--- src/rtl/vga_pkg.sv ---
// vga_pkg: shared timing defaults, scan phase type and the sync/active delay-line record
// used by the VGA framebuffer reader.
package vga_pkg;
  typedef enum logic [1:0] {ACTIVE, FRONT_PORCH, SYNC, BACK_PORCH} phase_t;

  localparam int VGA_H_ACTIVE = 640;
  localparam int VGA_H_FP     = 16;
  localparam int VGA_H_SYNC   = 96;
  localparam int VGA_H_BP     = 48;
  localparam int VGA_V_ACTIVE = 480;
  localparam int VGA_V_FP     = 10;
  localparam int VGA_V_SYNC   = 2;
  localparam int VGA_V_BP     = 33;

  localparam int FB_ADDR_W = 19;
  localparam int FB_PIXELS = 307200;

  typedef struct packed {
    logic hsync;
    logic vsync;
    logic active;
    logic border;
  } pix_ctl_t;

  localparam pix_ctl_t PIX_CTL_IDLE = '{hsync: 1'b1, vsync: 1'b1, active: 1'b0, border: 1'b0};

  function automatic phase_t decode_phase(input int count, input int act, input int fp,
                                          input int sync);
    if (count < act) return ACTIVE;
    if (count < act + fp) return FRONT_PORCH;
    if (count < act + fp + sync) return SYNC;
    return BACK_PORCH;
  endfunction
endpackage

--- src/rtl/vga_timing_counter.sv ---
// vga_timing_counter: free-running h/v scan counters, per-axis phase decode and the
// per-frame tick that is high while the counters sit at (0,0) after a wrap.
module vga_timing_counter
  import vga_pkg::*;
#(
  parameter int H_ACTIVE = VGA_H_ACTIVE,
  parameter int H_FP     = VGA_H_FP,
  parameter int H_SYNC   = VGA_H_SYNC,
  parameter int H_BP     = VGA_H_BP,
  parameter int V_ACTIVE = VGA_V_ACTIVE,
  parameter int V_FP     = VGA_V_FP,
  parameter int V_SYNC   = VGA_V_SYNC,
  parameter int V_BP     = VGA_V_BP,
  parameter int HW       = $clog2(H_ACTIVE + H_FP + H_SYNC + H_BP),
  parameter int VW       = $clog2(V_ACTIVE + V_FP + V_SYNC + V_BP)
) (
  input  logic          clock,
  input  logic          reset,
  output logic [HW-1:0] hcount,
  output logic [VW-1:0] vcount,
  output phase_t        h_phase,
  output phase_t        v_phase,
  output logic          frame_start
);
  localparam int H_TOTAL = H_ACTIVE + H_FP + H_SYNC + H_BP;
  localparam int V_TOTAL = V_ACTIVE + V_FP + V_SYNC + V_BP;

  logic h_last;
  logic v_last;

  assign h_last = (hcount == HW'(H_TOTAL - 1));
  assign v_last = (vcount == VW'(V_TOTAL - 1));

  // Registered so the tick appears on the wrap into (0,0) but not straight out of reset.
  always_ff @(posedge clock or posedge reset) begin
    if (reset) begin
      hcount      <= '0;
      vcount      <= '0;
      frame_start <= 1'b0;
    end else begin
      frame_start <= h_last && v_last;
      if (h_last) begin
        hcount <= '0;
        vcount <= v_last ? '0 : vcount + 1'b1;
      end else begin
        hcount <= hcount + 1'b1;
      end
    end
  end

  assign h_phase = decode_phase(int'(hcount), H_ACTIVE, H_FP, H_SYNC);
  assign v_phase = decode_phase(int'(vcount), V_ACTIVE, V_FP, V_SYNC);
endmodule

--- src/rtl/vga_framebuffer_reader.sv ---
// vga_framebuffer_reader: scans the 1-bit framebuffer out through the RAM read port and
// drives VGA sync/colour. Build option FRAME_BORDER_EN paints the outer active ring white.
module vga_framebuffer_reader
  import vga_pkg::*;
#(
  parameter int RAM_LATENCY = 1,
  parameter int H_ACTIVE    = VGA_H_ACTIVE,
  parameter int H_FP        = VGA_H_FP,
  parameter int H_SYNC      = VGA_H_SYNC,
  parameter int H_BP        = VGA_H_BP,
  parameter int V_ACTIVE    = VGA_V_ACTIVE,
  parameter int V_FP        = VGA_V_FP,
  parameter int V_SYNC      = VGA_V_SYNC,
  parameter int V_BP        = VGA_V_BP
) (
  input  logic                 clock,
  input  logic                 reset,
  output logic [FB_ADDR_W-1:0] ram_read_address,
  input  logic                 ram_read_data,
  output logic                 vga_hsync,
  output logic                 vga_vsync,
  output logic [3:0]           vga_r,
  output logic [3:0]           vga_g,
  output logic [3:0]           vga_b,
  output logic                 video_active,
  output logic                 frame_start
);
  localparam int PIPE    = RAM_LATENCY + 2;
  localparam int H_TOTAL = H_ACTIVE + H_FP + H_SYNC + H_BP;
  localparam int V_TOTAL = V_ACTIVE + V_FP + V_SYNC + V_BP;
  localparam int HW      = $clog2(H_TOTAL);
  localparam int VW      = $clog2(V_TOTAL);

  logic [HW-1:0] hcount;
  logic [VW-1:0] vcount;
  phase_t        h_phase;
  phase_t        v_phase;
  logic          s0_border;
  pix_ctl_t      s0;
  pix_ctl_t      dly [PIPE-1];
  pix_ctl_t      tail;
  logic          lit;

  vga_timing_counter #(
    .H_ACTIVE(H_ACTIVE), .H_FP(H_FP), .H_SYNC(H_SYNC), .H_BP(H_BP),
    .V_ACTIVE(V_ACTIVE), .V_FP(V_FP), .V_SYNC(V_SYNC), .V_BP(V_BP),
    .HW(HW), .VW(VW)
  ) u_timing (
    .clock      (clock),
    .reset      (reset),
    .hcount     (hcount),
    .vcount     (vcount),
    .h_phase    (h_phase),
    .v_phase    (v_phase),
    .frame_start(frame_start)
  );

`ifdef FRAME_BORDER_EN
  assign s0_border = (hcount == '0) || (hcount == HW'(H_ACTIVE - 1)) ||
                     (vcount == '0) || (vcount == VW'(V_ACTIVE - 1));
`else
  assign s0_border = 1'b0;
`endif

  assign s0 = '{hsync:  (h_phase != SYNC),
                vsync:  (v_phase != SYNC),
                active: (h_phase == ACTIVE) && (v_phase == ACTIVE),
                border: s0_border};

  // Running raster address: (0,0) restarts it, blanking holds the last visible address.
  always_ff @(posedge clock or posedge reset) begin
    if (reset) begin
      ram_read_address <= '0;
    end else if (s0.active) begin
      if (hcount == '0 && vcount == '0)
        ram_read_address <= '0;
      else if (ram_read_address < FB_ADDR_W'(FB_PIXELS - 1))
        ram_read_address <= ram_read_address + 1'b1;
    end
  end

  // PIPE-1 stages here plus the output register keep sync aligned with RAM data.
  always_ff @(posedge clock or posedge reset) begin
    if (reset) begin
      for (int i = 0; i < PIPE - 1; i++) dly[i] <= PIX_CTL_IDLE;
    end else begin
      dly[0] <= s0;
      for (int i = 1; i < PIPE - 1; i++) dly[i] <= dly[i-1];
    end
  end

  assign tail = dly[PIPE-2];
  assign lit  = tail.active && (ram_read_data || tail.border);

  always_ff @(posedge clock or posedge reset) begin
    if (reset) begin
      vga_hsync    <= 1'b1;
      vga_vsync    <= 1'b1;
      video_active <= 1'b0;
      vga_r        <= 4'h0;
      vga_g        <= 4'h0;
      vga_b        <= 4'h0;
    end else begin
      vga_hsync    <= tail.hsync;
      vga_vsync    <= tail.vsync;
      video_active <= tail.active;
      vga_r        <= {4{lit}};
      vga_g        <= {4{lit}};
      vga_b        <= {4{lit}};
    end
  end
endmodule

--- config.mk ---
export PLATFORM = sky130hd
export DESIGN_NAME = vga_framebuffer_reader
export DESIGN_NICKNAME = d
export VERILOG_FILES = /design/src/rtl/vga_pkg.sv /design/src/rtl/vga_timing_counter.sv /design/src/rtl/vga_framebuffer_reader.sv
export SDC_FILE = /design/constraint.sdc
export NUM_CORES = 1
export LEC_CHECK = 0
export CORE_MARGIN = 10
export CORE_UTILIZATION = 49
export CTS_CLUSTER_DIAMETER = 200
export CTS_CLUSTER_SIZE = 10
export DETAILED_ROUTE_END_ITERATION = 8
export PLACE_DENSITY = 0.85
export SETUP_SLACK_MARGIN = 0.15
export SLEW_MARGIN = 30
export SYNTH_ARGS = -nofsm -noshare
export SYNTH_HDL_FRONTEND = slang
export SYNTH_HIERARCHICAL = 1
export SYNTH_SLANG_ARGS = --single-unit
--- constraint.sdc ---
create_clock -name clock -period 2.8 [get_ports clock]
set_clock_uncertainty 0.2 [all_clocks]
set_input_delay 0.7 -clock clock [delete_from_list [all_inputs] [get_ports clock]]
set_output_delay 0.7 -clock clock [all_outputs]
set_load 0.1 [all_outputs]
# Word level (Yosys, flattened, before mapping)

Index checks and enable logic that the tools add are counted.

Add/subtract/negate cells: 3
$lt $le $gt $ge: 7
Equal/unequal tests: 4
Multiplexer cells: 28
Reductions and logical operators: 10

Operator list:

| cell                                                         | number |
|---|---|
| two-way mux 19 bit                                           | 2 |
| less-than comparator 10 bit (second input constant)          | 3 |
| less-than comparator 10 x 9 -> 1 bit (second input constant) | 3 |
| two-way mux 2 bit                                            | 12 |
| adder 10 x 1 -> 10 bit (second input constant)               | 2 |
| equality test 10 bit (second input constant)                 | 2 |
| logical NOT 10 bit                                           | 2 |
| two-way mux 10 bit                                           | 2 |
| adder 19 x 1 -> 19 bit (second input constant)               | 1 |
| less-than comparator 19 bit (second input constant)          | 1 |
| two-way mux 1 bit                                            | 12 |
| logical AND 1 bit                                            | 4 |
| logical NOT 2 bit                                            | 2 |
| inequality test 2 bit (second input constant)                | 2 |
| AND reduction 2 bit                                          | 1 |
| nonzero test 2 bit                                           | 1 |

Register bits after elaboration: 50
Logic and storage cells: 66

# Depth between registers and ports, before layout

Gate-level depths: netlist of the first run.

Word-level depth: 11
Mapped depth: 11

# By module

Netlist of the first run, hierarchy kept.

By module, submodules not included:

| module                 | times used | cells an instance | area an instance (um^2) | sequential area each (um^2) |
|---|---|---|---|---|
| vga_framebuffer_reader | 1          | 173               | 1641.6                  | 733.2 |
| vga_timing_counter     | 1          | 104               | 1057.3                  | 525.5 |

# Worst setup path before layout of the first run

Ideal clock, no wire load.

Kind: reg-to-reg
Start point: reg ram_read_address[0]
End point: reg ram_read_address[14]
Library setup time: 109 ps
Arrival time: 2642 ps
Required time: 2491 ps
Slack: -151 ps
Stages on the path, launching flop included: 7
Clock period less this slack: 2951 ps
Cell sequence: dfrtp_1 > ha_1 > nand3_1 > or3_1 > a211o_1 > or3_4 > o311ai_1

Cells in the longest elaborated chain, start to end: 3

RTL lines:

| what                                                                  | RTL line                                                   | source |
|---|---|---|
| start, declared                                                       | vga_framebuffer_reader.sv:18                               | `output logic [FB_ADDR_W-1:0] ram_read_address,` |
| start signal, assigned                                                | vga_framebuffer_reader.sv:78                               | `ram_read_address <= ram_read_address + 1'b1;` |
| adder 19 x 1 -> 19 bit or less-than comparator 19 bit (tied branches) | vga_framebuffer_reader.sv:78, vga_framebuffer_reader.sv:77 |  |
| two-way mux 19 bit or nonzero test 2 bit (tied branches)              | n/a                                                        |  |
| two-way mux 19 bit or AND reduction 2 bit (tied branches)             | n/a                                                        |  |

Parallel ways exist; a longest one is shown, timed or not. The select of a mux whose other input is x is not followed.
A chain may end at the register's enable or synchronous reset.

# Worst setup path in the final report of the first run

Start point: reg u_timing.hcount[5]
End point: reg ram_read_address[14]

Cells in the longest elaborated chain, start to end: 10

RTL lines:

| what                                   | RTL line                     | source |
|---|---|---|
| start, declared                        | vga_timing_counter.sv:19     | `output logic [HW-1:0] hcount,` |
| start signal, assigned                 | vga_timing_counter.sv:46     | `hcount <= hcount + 1'b1;` |
| less-than comparator 10 bit            | vga_pkg.sv:31                | `if (count < act + fp + sync) return SYNC;` |
| two-way mux 1 bit (2 in a row)         | vga_pkg.sv:31                |  |
| two-way mux 1 bit                      | vga_pkg.sv:30                | `if (count < act + fp) return FRONT_PORCH;` |
| two-way mux 2 bit                      | vga_pkg.sv:32                | `return BACK_PORCH;` |
| two-way mux 2 bit                      | vga_pkg.sv:31                |  |
| two-way mux 2 bit *                    | vga_pkg.sv:30                |  |
| named net h_phase[1]                   | vga_framebuffer_reader.sv:36 | `phase_t h_phase;` |
| logical NOT 2 bit *                    | vga_framebuffer_reader.sv:67 | `active: (h_phase == ACTIVE) && (v_phase == ACTIVE),` |
| logical AND 1 bit *                    | vga_framebuffer_reader.sv:67 |  |
| AND reduction 2 bit (no source line) * | n/a                          |  |

Mark *: on every way through the listed nets, which the timed path passes. The rest lies on a longest branch. The select of a mux whose other input is x is not followed.

==> metrics.md, run 1 <==
| Metric | Value |
|---|---|
| Reg-to-reg startpoint | u_timing/hcount[5] |
| Worst-Margin Slew | 0.704 ns |
| Sequential area share after synthesis | 0.466 |
| CP Capture Type | flip-flop |
| CP max-delay cell | or4_4 |
| Clk pin slew, worst setup/hold paths | 0.09 ns |
| Largest net degree at the start of global routing | 25 |
| Critical path type | reg2reg |
| Worst min path class | reg2reg |
| GPL Wtd Cong | 0.881 |
| Remaining Overflow, GRT | 0 |
| Final setup fails | 0 |
| # port buffers | 37 |
| Ys flop type | dfrtp_1 |
| Synth async-reset ratio | 1.00 |
| NumNets Final | 320 |
| Syn-to-layout area delta | 18.0% |
| IR drop worst, VDD | 0.248 mV |
| Fin. Hold Viols | 0 |
| DR vias/cell | roughly 6 |
| Cell Chain, Critical Path | or2_1 > nor2_2 > nor2b_1 > o21a_1 > or4_4 > or3_4 > o311ai_2 |
| Initial core utilization | 0.515 |
| Min-delay src | dly[7] |
| First-pass GRT wire length | 10400 um |
| Via count | 2300 |
| Clock Path Buffers | 2 |
| RSZ-0062 raised after global routing | yes |
| Yosys cell types | 55 |
| Worst Reg2Reg Path Length in Cells | 7 |
| Status | complete, no violations |
| Mapped Cells | 277 |
| Die area | 8880 um2 |
| YS warnings | 6 |
| Syn_nets | 284 |
| Worst skew pair latency | about 0.31 ns |
| Final Util | 0.608 |
| CTS tree | done |
| Fin Setup TNS | 0 ns |
| Pleak | 1.37 nW |
| Chip width | 94.2 um |
| MaxCap Viol Count | 0 |
| Antenna violations before repair | 0 |
| PD cells | 389 nW/um2 |
| EDFF count, synth | 0 |
| Fin crit share | 0.919 |
| Crit-path max cell delay | 0.52 ns |
| Startpoint Class | flip-flop |
| F_max | ~390 MHz |
| Global Route Usage Sum | 0.141 |
| CTS H-tree lvls | 2 |
| Largest delay share family, worst path | simple AND/OR/NAND/NOR gates |
| Yosys reg bits | 50 |
| Most common library cell in the layout ignoring fill and taps | buf_4 |
| Share of layout cells above drive strength 1 | 0.299 |
| First-pass DRT Iterations | 4 |
| Core ar. | 5240 um2 |
| WP buf/inv | 0 |
| Routed Antenna Nets | 0 |
| CTS root buf | clkbuf_8 |
| HPWL after detailed placement | 4460 um |
| Drt total wl | 6190 um |
| Post-Syn Area | 2700 um2 |
| Hold_buf cts | 0 |
| Most frequent cells in the layout | buf_4, dfrtp_1, nand3_1 |
| CTS sink count | 50 |
| Vias in the first global route | 2181 |
| Reg2Reg Capture Point | ram_read_address[14] |
| Num ports | 38 |
| Pre-CTS setup slack | 0.0947 ns |
| TritonCTS Buffers | 5 |
| Syn avg cell area | 9.74 um2 |
| Wire length per cell | 16.1 um |
| Hold Path Depth | 0 |
| Worst Hold Endpoint | dly[3] |
| Relative slew slack | 0.530 |
| Number of diodes | 0 |
| Slew Limit Fails | 0 |
| # DRC | 0 |
| DRT iter0 DRCs | 128 |
| CP max FO | 6 |
| Setup ws final | 0.227 ns |
| DIE HEIGHT | 94.2 um |
| CP required | 2.80 ns |
| R2R setup slack | 0.23 ns |
| Minimum clock period | 2.57 ns |
| Cell row count | 26 |
| Arr. time, crit path | 2.57 ns |
[area by class of cell]
cell class,count,area (um2)
fill,439,2050
multi-input combinational,194,1310
sequential,50,1270
timing repair buffer,49,377
tap,70,87.6
clock buffer,6,72.6
inverter,13,51.3
clock inverter,2,13.8
[logic make-up (layout without fill, tap and decap cells)]
family,Yosys count,count (layout),synth area share
muxes,1,1,0.00371
buffers and inverters,33,70,0.0630
and+or+nand+nor,121,121,0.258
xor gates and xnor gates,12,12,0.0389
DFF,50,50,0.466
AOI/OAI and AO/OA,56,56,0.151
adders and majority gates,4,4,0.0185
[how the worst max path moves through the flow]
stage	from	endpoint	slack (ns)	depth (start not counted)
floorplan	ram_read_address[15]	ram_read_address[17]	0.15	6
global placement	u_timing/hcount[6]	ram_read_address[4]	0.19	9
detailed placement	u_timing/hcount[6]	ram_read_address[4]	0.09	9
CTS	u_timing/hcount[6]	ram_read_address[1]	0.22	9
global route	u_timing/hcount[5]	ram_read_address[14]	0.14	7
finish	u_timing/hcount[5]	ram_read_address[14]	0.23	7
[metrics by stage]
step           instances  total power [mW]  hold slack, ns  cell area, um2
4_1_cts              383              1.25           0.162            3140
3_3_place_gp         375             0.841           0.143            3050
2_1_floorplan        277             0.829           0.131            2730
6_report             384              1.24           0.160            3190
3_5_place_dp         375             0.841           0.141            3050
5_1_grt              384              1.29           0.165            3190
[cell usage after synthesis (7+ instances only)]
master	n	area, um2
a21oi_1	7	35.0
buf_4	11	82.6
dfrtp_1	44	1100
inv_1	12	45.0
nand2_1	20	75.1
nand3_1	21	105
nand4_1	8	50.1
nor2_1	13	48.8
nor3_1	13	65.1
nor4_1	7	43.8
o21ai_0	11	55.1
xnor2_1	8	70.1
[report_power, final]
| group | leakage, nW | internal (mW) | switching [mW] | total, mW |
|---|---|---|---|---|
| sequential | 0.617 | 0.722 | 0.00209 | 0.725 |
| clock | 0.0456 | 0.178 | 0.235 | 0.414 |
| combinational | 0.706 | 0.0157 | 0.0854 | 0.101 |
| total | 1.37 | 0.916 | 0.323 | 1.24 |
[sequential cells by signal, indices dropped and copies added (netlist names)]
name	flops
ram_read_address	19
u_timing/hcount	10
u_timing/vcount	10
dly	6
u_timing/frame_start	1
vga_b	1
vga_hsync	1
vga_vsync	1
video_active	1
[repair_timing]
item                                    4_1_cts  5_1_grt
buffers inserted                              0        1
endpoints found under the setup margin        8       12
cloned                                        0        0
gates resized for setup                       3        6
[per-layer routing]
metal	wire (um)	GRT usage	vias up
met5	0	0	-
met4	87	0.0506	0
met3	423	0.0384	8
met2	2860	0.223	64
met1	2820	0.178	1126
li1	-	-	1102
No activity file was read; power rests on OpenSTA's default activity.
==> inputs of run 2 (changes only) <==
--- a/config.mk
+++ b/config.mk
@@ -5,8 +5,10 @@
 export SDC_FILE = /design/constraint.sdc
 export NUM_CORES = 1
 export LEC_CHECK = 0
+export CELL_PAD_IN_SITES_DETAIL_PLACEMENT = 2
+export CELL_PAD_IN_SITES_GLOBAL_PLACEMENT = 2
 export CORE_MARGIN = 10
-export CORE_UTILIZATION = 49
+export CORE_UTILIZATION = 31
 export CTS_CLUSTER_DIAMETER = 200
 export CTS_CLUSTER_SIZE = 10
 export DETAILED_ROUTE_END_ITERATION = 8
==> run 2 against run 1 <==
Via count increased by 5.3%. First-iteration DRC count decreased by 20%. Power grew 11%. Fmax down 3.9%. Critical endpoint is now ram_read_address[16]. Global-route usage is 0.64 points lower. Critical path type unchanged. Largest cell class unchanged.
==> metrics.md, run 2 (synthesized netlist as in run 1, its figures left out) <==
| Metric | Value |
|---|---|
| Largest net degree at the start of global routing | 30 (was 25) |
| Share of layout cells above drive strength 1 | 0.336 (was 0.299) |
| Most frequent cells in the layout | buf_4, dfrtp_1, nand3_1 (unchanged) |
| Post-Layout Cell Count | 423 (was 384) |
| DRT iter0 DRCs | 103 (was 128) |
| Remaining Overflow, GRT | 0 (unchanged) |
| Fin Setup TNS | 0 ns (unchanged) |
| MaxCap Viol Count | 0 (unchanged) |
| Global Route Usage Sum | 0.134 (was 0.141) |
| Final setup fails | 0 (unchanged) |
| CP Capture Type | flip-flop (unchanged) |
| Crit-path max cell delay | 0.54 ns (was 0.52 ns) |
| Core ar. | 8340 um2 (was 5240 um2) |
| Arr. time, crit path | 2.66 ns (was 2.57 ns) |
| Clock Path Buffers | 2 (unchanged) |
| Via count | 2422 (was 2300) |
| CP max FO | 5 (was 6) |
| HPWL after detailed placement | 6120 um (was 4460 um) |
| First-pass GRT wire length | 14400 um (was 10400 um) |
| # DRC | 0 (unchanged) |
| Syn-to-layout area delta | 22.9% (was 18.0%) |
| Antenna violations before repair | 0 (unchanged) |
| Minimum clock period | 2.68 ns (was 2.57 ns) |
| DIE HEIGHT | 113 um (was 94.2 um) |
| Most common library cell in the layout ignoring fill and taps | buf_4 (unchanged) |
| Num ports | 38 (unchanged) |
| GPL Wtd Cong | 0.791 (was 0.881) |
| Fin. Hold Viols | 0 (unchanged) |
| F_max | 374 MHz (was 389 MHz) |
| RSZ-0062 raised after global routing | yes (unchanged) |
| Startpoint Class | flip-flop (unchanged) |
| PD cells | 413 nW/um2 (was 389 nW/um2) |
| CTS sink count | 50 (unchanged) |
| Critical path type | reg2reg (unchanged) |
| Largest registers in the final layout | ram_read_address (19), u_timing/hcount (10), u_timing/vcount (10) (unchanged) |
| TritonCTS Buffers | 5 (unchanged) |
| Chip width | 113 um (was 94.2 um) |
| # port buffers | 37 (unchanged) |
| Pleak | 1.39 nW (was 1.37 nW) |
| Status | complete, no violations (unchanged) |
| Relative slew slack | 0.445 (was 0.530) |
| Hold_buf cts | 0 (unchanged) |
| Total Power | 1.37 mW (was 1.24 mW) |
| Number of diodes | 0 (unchanged) |
| Wire length per cell | 21.0 um (was 16.1 um) |
| CTS tree | done (unchanged) |
| Fin crit share | 0.956 (was 0.919) |
| Routed Antenna Nets | 0 (unchanged) |
| CTS root buf | clkbuf_8 (unchanged) |
| Clk pin slew, worst setup/hold paths | 0.10 ns (was 0.09 ns) |
| Max FFs per register | 19 (unchanged) |
| Drt total wl | 8890 um (was 6190 um) |
| Worst min path class | reg2reg (unchanged) |
| Slew Limit Fails | 0 (unchanged) |
| First-pass DRT Iterations | 4 (unchanged) |
| CTS H-tree lvls | 2 (unchanged) |
| Setup ws final | 0.123 ns (was 0.227 ns) |
| Cell Chain, Critical Path | buf_6 > and3_4 > o21a_1 > o21a_1 > or4_4 > or3_4 > o311ai_1 (was or2_1 > nor2_2 > nor2b_1 > o21a_1 > or4_4 > or3_4 > o311ai_2) |
| Cell row count | 33 (was 26) |
| NumNets Final | 324 (was 320) |
| Placed Cells | 411 (was 375) |
| Worst skew pair latency | 0.31 ns (about the same) |
| Worst-Margin Slew | 0.832 ns (was 0.704 ns) |
| IR drop worst, VDD | 0.216 mV (was 0.248 mV) |
| CP required | 2.78 ns (was 2.80 ns) |
| Initial core utilization | 0.324 (was 0.515) |
| Vias in the first global route | 2578 (was 2181) |
| Die area | 12800 um2 (was 8880 um2) |
| Largest Register | ram_read_address (unchanged) |
| DR vias/cell | 5.73 (was 5.99) |
| Critical Path Most Common Cell | o21a_1 |
| Pre-CTS setup slack | 0.0484 ns (was 0.0947 ns) |
| CP max-delay cell | or4_4 (unchanged) |
-- run 2: cell type report --
cell class / instances / area [um2]
clock buffer: 5 / 68.8
clock inverter: 3 / 47.5
fill: 907 / 5020
inverter: 13 / 51.3
multi-input combinational: 194 / 1330
sequential: 50 / 1280
tap: 105 / 131
timing repair buffer: 53 / 410
-- run 2: per-stage QoR --
stage | instance area (um2) | hold WS [ns] | util
after global placement | 3100 | 0.146 | 0.372
after floorplan | 2730 | 0.131 | -
after detailed placement | 3100 | 0.148 | 0.372
after CTS | 3230 | 0.163 | 0.387
after global routing | 3320 | 0.167 | 0.398
final | 3320 | 0.162 | 0.398
-- run 2: worst paths after layout --
| path | startpoint | end | slack [ns] | cells past startpoint |
|---|---|---|---|---|
| worst min register to register | dly[2] | vga_vsync | 0.16 | 0 |
| min in group asynchronous | reset | u_timing/hcount[9] | 0.55 | 3 |
| worst min-delay path | dly[2] | vga_vsync | 0.16 | 0 |
| worst max register to register | u_timing/hcount[6] | ram_read_address[16] | 0.12 | 7 |
| max in group asynchronous | reset | ram_read_address[10] | 1.49 | 3 |
| worst max-delay path | u_timing/hcount[6] | ram_read_address[16] | 0.12 | 7 |
-- run 2: worst max-delay path: cells and delay by family, from the launching register on --
kind                   cells  cell delay (ns)
flip-flops                 1             0.43
AO/OA/AOI/OAI              3             0.66
buffers and inverters      1             0.13
AND/OR/NAND/NOR            3             1.12
-- run 2: metal layers --
metal / part of all wire / vias to the layer above / routed length [um] / GRT usage
met5: 0 / - / 0 / 0
met4: 0.011 / 0 / 102 / 0.0313
met3: 0.039 / 10 / 351 / 0.0317
met2: 0.51 / 44 / 4500 / 0.232
met1: 0.44 / 1268 / 3940 / 0.164
li1: - / 1100 / - / -
-- run 2: what timing repair did --
action                                  in CTS  in global routing
gates resized for setup                      3                 18
setup buffers                                0                  4
pin swaps                                    0                  4
endpoints found under the setup margin      11                 15
gates cloned                                 0                  0
-- run 2: power by group --
part	switching, mW	total [mW]	internal, mW
registers	0.00206	0.725	0.723
clock network	0.271	0.543	0.271
logic	0.0862	0.102	0.0157
total	0.360	1.37	1.01
==> inputs of run 3 (changes only) <==
--- a/config.mk
+++ b/config.mk
@@ -8,11 +8,11 @@
 export CELL_PAD_IN_SITES_DETAIL_PLACEMENT = 2
 export CELL_PAD_IN_SITES_GLOBAL_PLACEMENT = 2
 export CORE_MARGIN = 10
-export CORE_UTILIZATION = 31
+export CORE_UTILIZATION = 37
 export CTS_CLUSTER_DIAMETER = 200
 export CTS_CLUSTER_SIZE = 10
 export DETAILED_ROUTE_END_ITERATION = 8
-export PLACE_DENSITY = 0.85
+export PLACE_DENSITY = 0.94
 export SETUP_SLACK_MARGIN = 0.15
 export SLEW_MARGIN = 30
 export SYNTH_ARGS = -nofsm -noshare
==> constraint.sdc (replaced) <==
create_clock -name clock -period 3.2 [get_ports clock]
set_clock_uncertainty 0.2 [all_clocks]
set_input_delay 0.8 -clock clock [delete_from_list [all_inputs] [get_ports clock]]
set_output_delay 0.8 -clock clock [all_outputs]
set_load 0.1 [all_outputs]
==> run 3 against run 2 <==
Final cell count down 4.3%. Critical path type unchanged. Core utilization grew 3.9 points. Sequential cell count stayed put. Register-to-register slack improved by 0.18 ns. Largest cell class unchanged. Hold slack about the same. Worst setup slack improved by 0.18 ns.
==> metrics.md, run 3 (synthesized netlist as in run 1, its figures left out) <==
| Metric | Value |
|---|---|
| Status | complete, no violations (unchanged) |
| Routed Antenna Nets | 0 (unchanged) |
| RSZ-0062 raised after global routing | no (was yes) |
| Most frequent cells in the layout | dfrtp_1, buf_4, nand3_1 (was buf_4, dfrtp_1, nand3_1) |
| Clock Path Buffers | 2 (unchanged) |
| WP buf/inv | 1 (unchanged) |
| Antenna violations before repair | 0 (unchanged) |
| CTS root buf | clkbuf_8 (unchanged) |
| IR drop worst, VDD | 0.148 mV (was 0.216 mV) |
| First-pass GRT wire length | 14900 um (was 14400 um) |
| Final setup fails | 0 (unchanged) |
| HPWL after detailed placement | 6560 um (was 6120 um) |
| CTS H-tree lvls | 2 (unchanged) |
| Largest registers in the final layout | ram_read_address (19), u_timing/hcount (10), u_timing/vcount (10) (unchanged) |
| Vias in the first global route | 2605 (was 2578) |
| # port buffers | 37 (unchanged) |
| TritonCTS Buffers | 5 (unchanged) |
| Fin Setup TNS | 0 ns (unchanged) |
| Number of diodes | 0 (unchanged) |
| Largest net degree at the start of global routing | 30 (unchanged) |
| Worst min path class | reg2reg (unchanged) |
| R2R setup slack | 0.30 ns (was 0.12 ns) |
| Slew Limit Fails | 0 (unchanged) |
| Die area | 11100 um2 (was 12800 um2) |
| Fin crit share | 0.905 (was 0.956) |
| # DRC | 0 (unchanged) |
| Cell row count | 31 (was 33) |
| Num ports | 38 (unchanged) |
| Largest delay share family, worst path | simple AND/OR/NAND/NOR gates (unchanged) |
| CTS sink count | 50 (unchanged) |
| NumNets Final | 312 (was 324) |
| Via count | 2422 (unchanged) |
| Fin. Hold Viols | 0 (unchanged) |
| MaxCap Viol Count | 0 (unchanged) |
| Initial core utilization | 0.376 (was 0.324) |
| Share of layout cells above drive strength 1 | 0.235 (was 0.336) |
| Hold_ws | 0.161 ns (was 0.162 ns) |
| Clk pin slew, worst setup/hold paths | 0.10 ns (about the same) |
| CP Capture Type | flip-flop (unchanged) |
| First-pass DRT Iterations | 4 (unchanged) |
| Global Route Usage Sum | 0.162 (was 0.134) |
| CP required | 3.19 ns (was 2.78 ns) |
| Largest Register | ram_read_address (unchanged) |
| Most common library cell in the layout ignoring fill and taps | dfrtp_1 (was buf_4) |
| Wire length per cell | 22.1 um (was 21.0 um) |
| Worst-Margin Slew | 0.784 ns (was 0.832 ns) |
| Arr. time, crit path | 2.89 ns (was 2.66 ns) |
| PD cells | 353 nW/um2 (was 413 nW/um2) |
| Max FFs per register | 19 (unchanged) |
| Minimum clock period | 2.90 ns (was 2.68 ns) |
| DR vias/cell | 5.98 (was 5.73) |
| Design area | 3130 um2 (was 3320 um2) |
| Fill cells | 787 (was 907) |
| GPL Wtd Cong | 0.781 (was 0.791) |
| DIE HEIGHT | 105 um (was 113 um) |
| Remaining Overflow, GRT | 0 (unchanged) |
| Syn-to-layout area delta | 16.1% (was 22.9%) |
| Worst skew pair latency | 0.31 ns (about the same) |
| Pleak | 1.34 nW (was 1.39 nW) |
| Drt total wl | 8940 um (was 8890 um) |
| Cell Chain, Critical Path | inv_1 > nor4b_1 > o21bai_1 > or4_4 > or3_4 > o311ai_2 (was buf_6 > and3_4 > o21a_1 > o21a_1 > or4_4 > or3_4 > o311ai_1) |
| F_max | 345 MHz (was 374 MHz) |
| Startpoint Class | flip-flop (unchanged) |
| Relative slew slack | 0.474 (was 0.445) |
| DRT iter0 DRCs | 156 (was 103) |
| CP max FO | 14 (was 5) |
| Chip width | 105 um (was 113 um) |
| CP max-delay cell | or4_4 (unchanged) |
| CTS tree | done (unchanged) |
| Instance area at placement | 3010 um2 (was 3100 um2) |
| Crit-path max cell delay | 0.67 ns (was 0.54 ns) |
| Final Util | 0.437 (was 0.398) |
| Core ar. | 7180 um2 (was 8340 um2) |
| Critical path type | reg2reg (unchanged) |
run 3: metrics by stage:
step                      instances  setup slack (ns)  total power [mW]
after floorplan                 277             0.249             0.725
after global placement          397             0.353             0.735
after detailed placement        397            0.0271             0.737
after CTS                       405             0.201              1.12
after global routing            405             0.202              1.15
final                           405             0.303              1.11
run 3: worst register-to-register path, cell delays in order, from the launching register on:
cell	delay [ns]
dfrtp_1	0.50
inv_1	0.14
nor4b_1	0.37
o21bai_1	0.16
or4_4	0.68
or3_4	0.46
o311ai_2	0.28
run 3: per-layer routing:
metal,GRT usage,part of all wire
met1,0.211,0.44
met2,0.269,0.50
met3,0.0268,0.046
met4,0.0471,0.016
met5,0,0
run 3: final cells by class:
type / count / area (um2) / share of cell area
tap: 99 / 124 / 0.0395
clock inverter: 3 / 21.3 / 0.00679
multi-input combinational: 194 / 1300 / 0.415
timing repair buffer: 41 / 313 / 0.0998
sequential: 50 / 1260 / 0.402
inverter: 13 / 48.8 / 0.0156
clock buffer: 5 / 68.8 / 0.0220
run 3: final timing paths:
kind / from / endpoint / depth (start not counted)
min: dly[6] / dly[2] / 0
min reg2reg: dly[6] / dly[2] / 0
max reg2reg: u_timing/vcount[1] / ram_read_address[16] / 6
max: u_timing/vcount[1] / ram_read_address[16] / 6
max in group asynchronous: reset / u_timing/hcount[5] / 2
min in group asynchronous: reset / u_timing/frame_start / 2
run 3: timing repair:
action | in CTS | in global routing
endpoints found under the hold margin | 0 | 0
setup buffers | 0 | 0
setup endpoints to repair | 6 | 3
gates resized for setup | 2 | 3
hold buffers | 0 | 0
run 3: power by group:
group,switching (mW),internal (mW),leakage (nW),total (mW)
Sequential,0.00190,0.632,0.636,0.634
Combinational,0.0758,0.0129,0.659,0.0887
Clock,0.228,0.154,0.0441,0.383
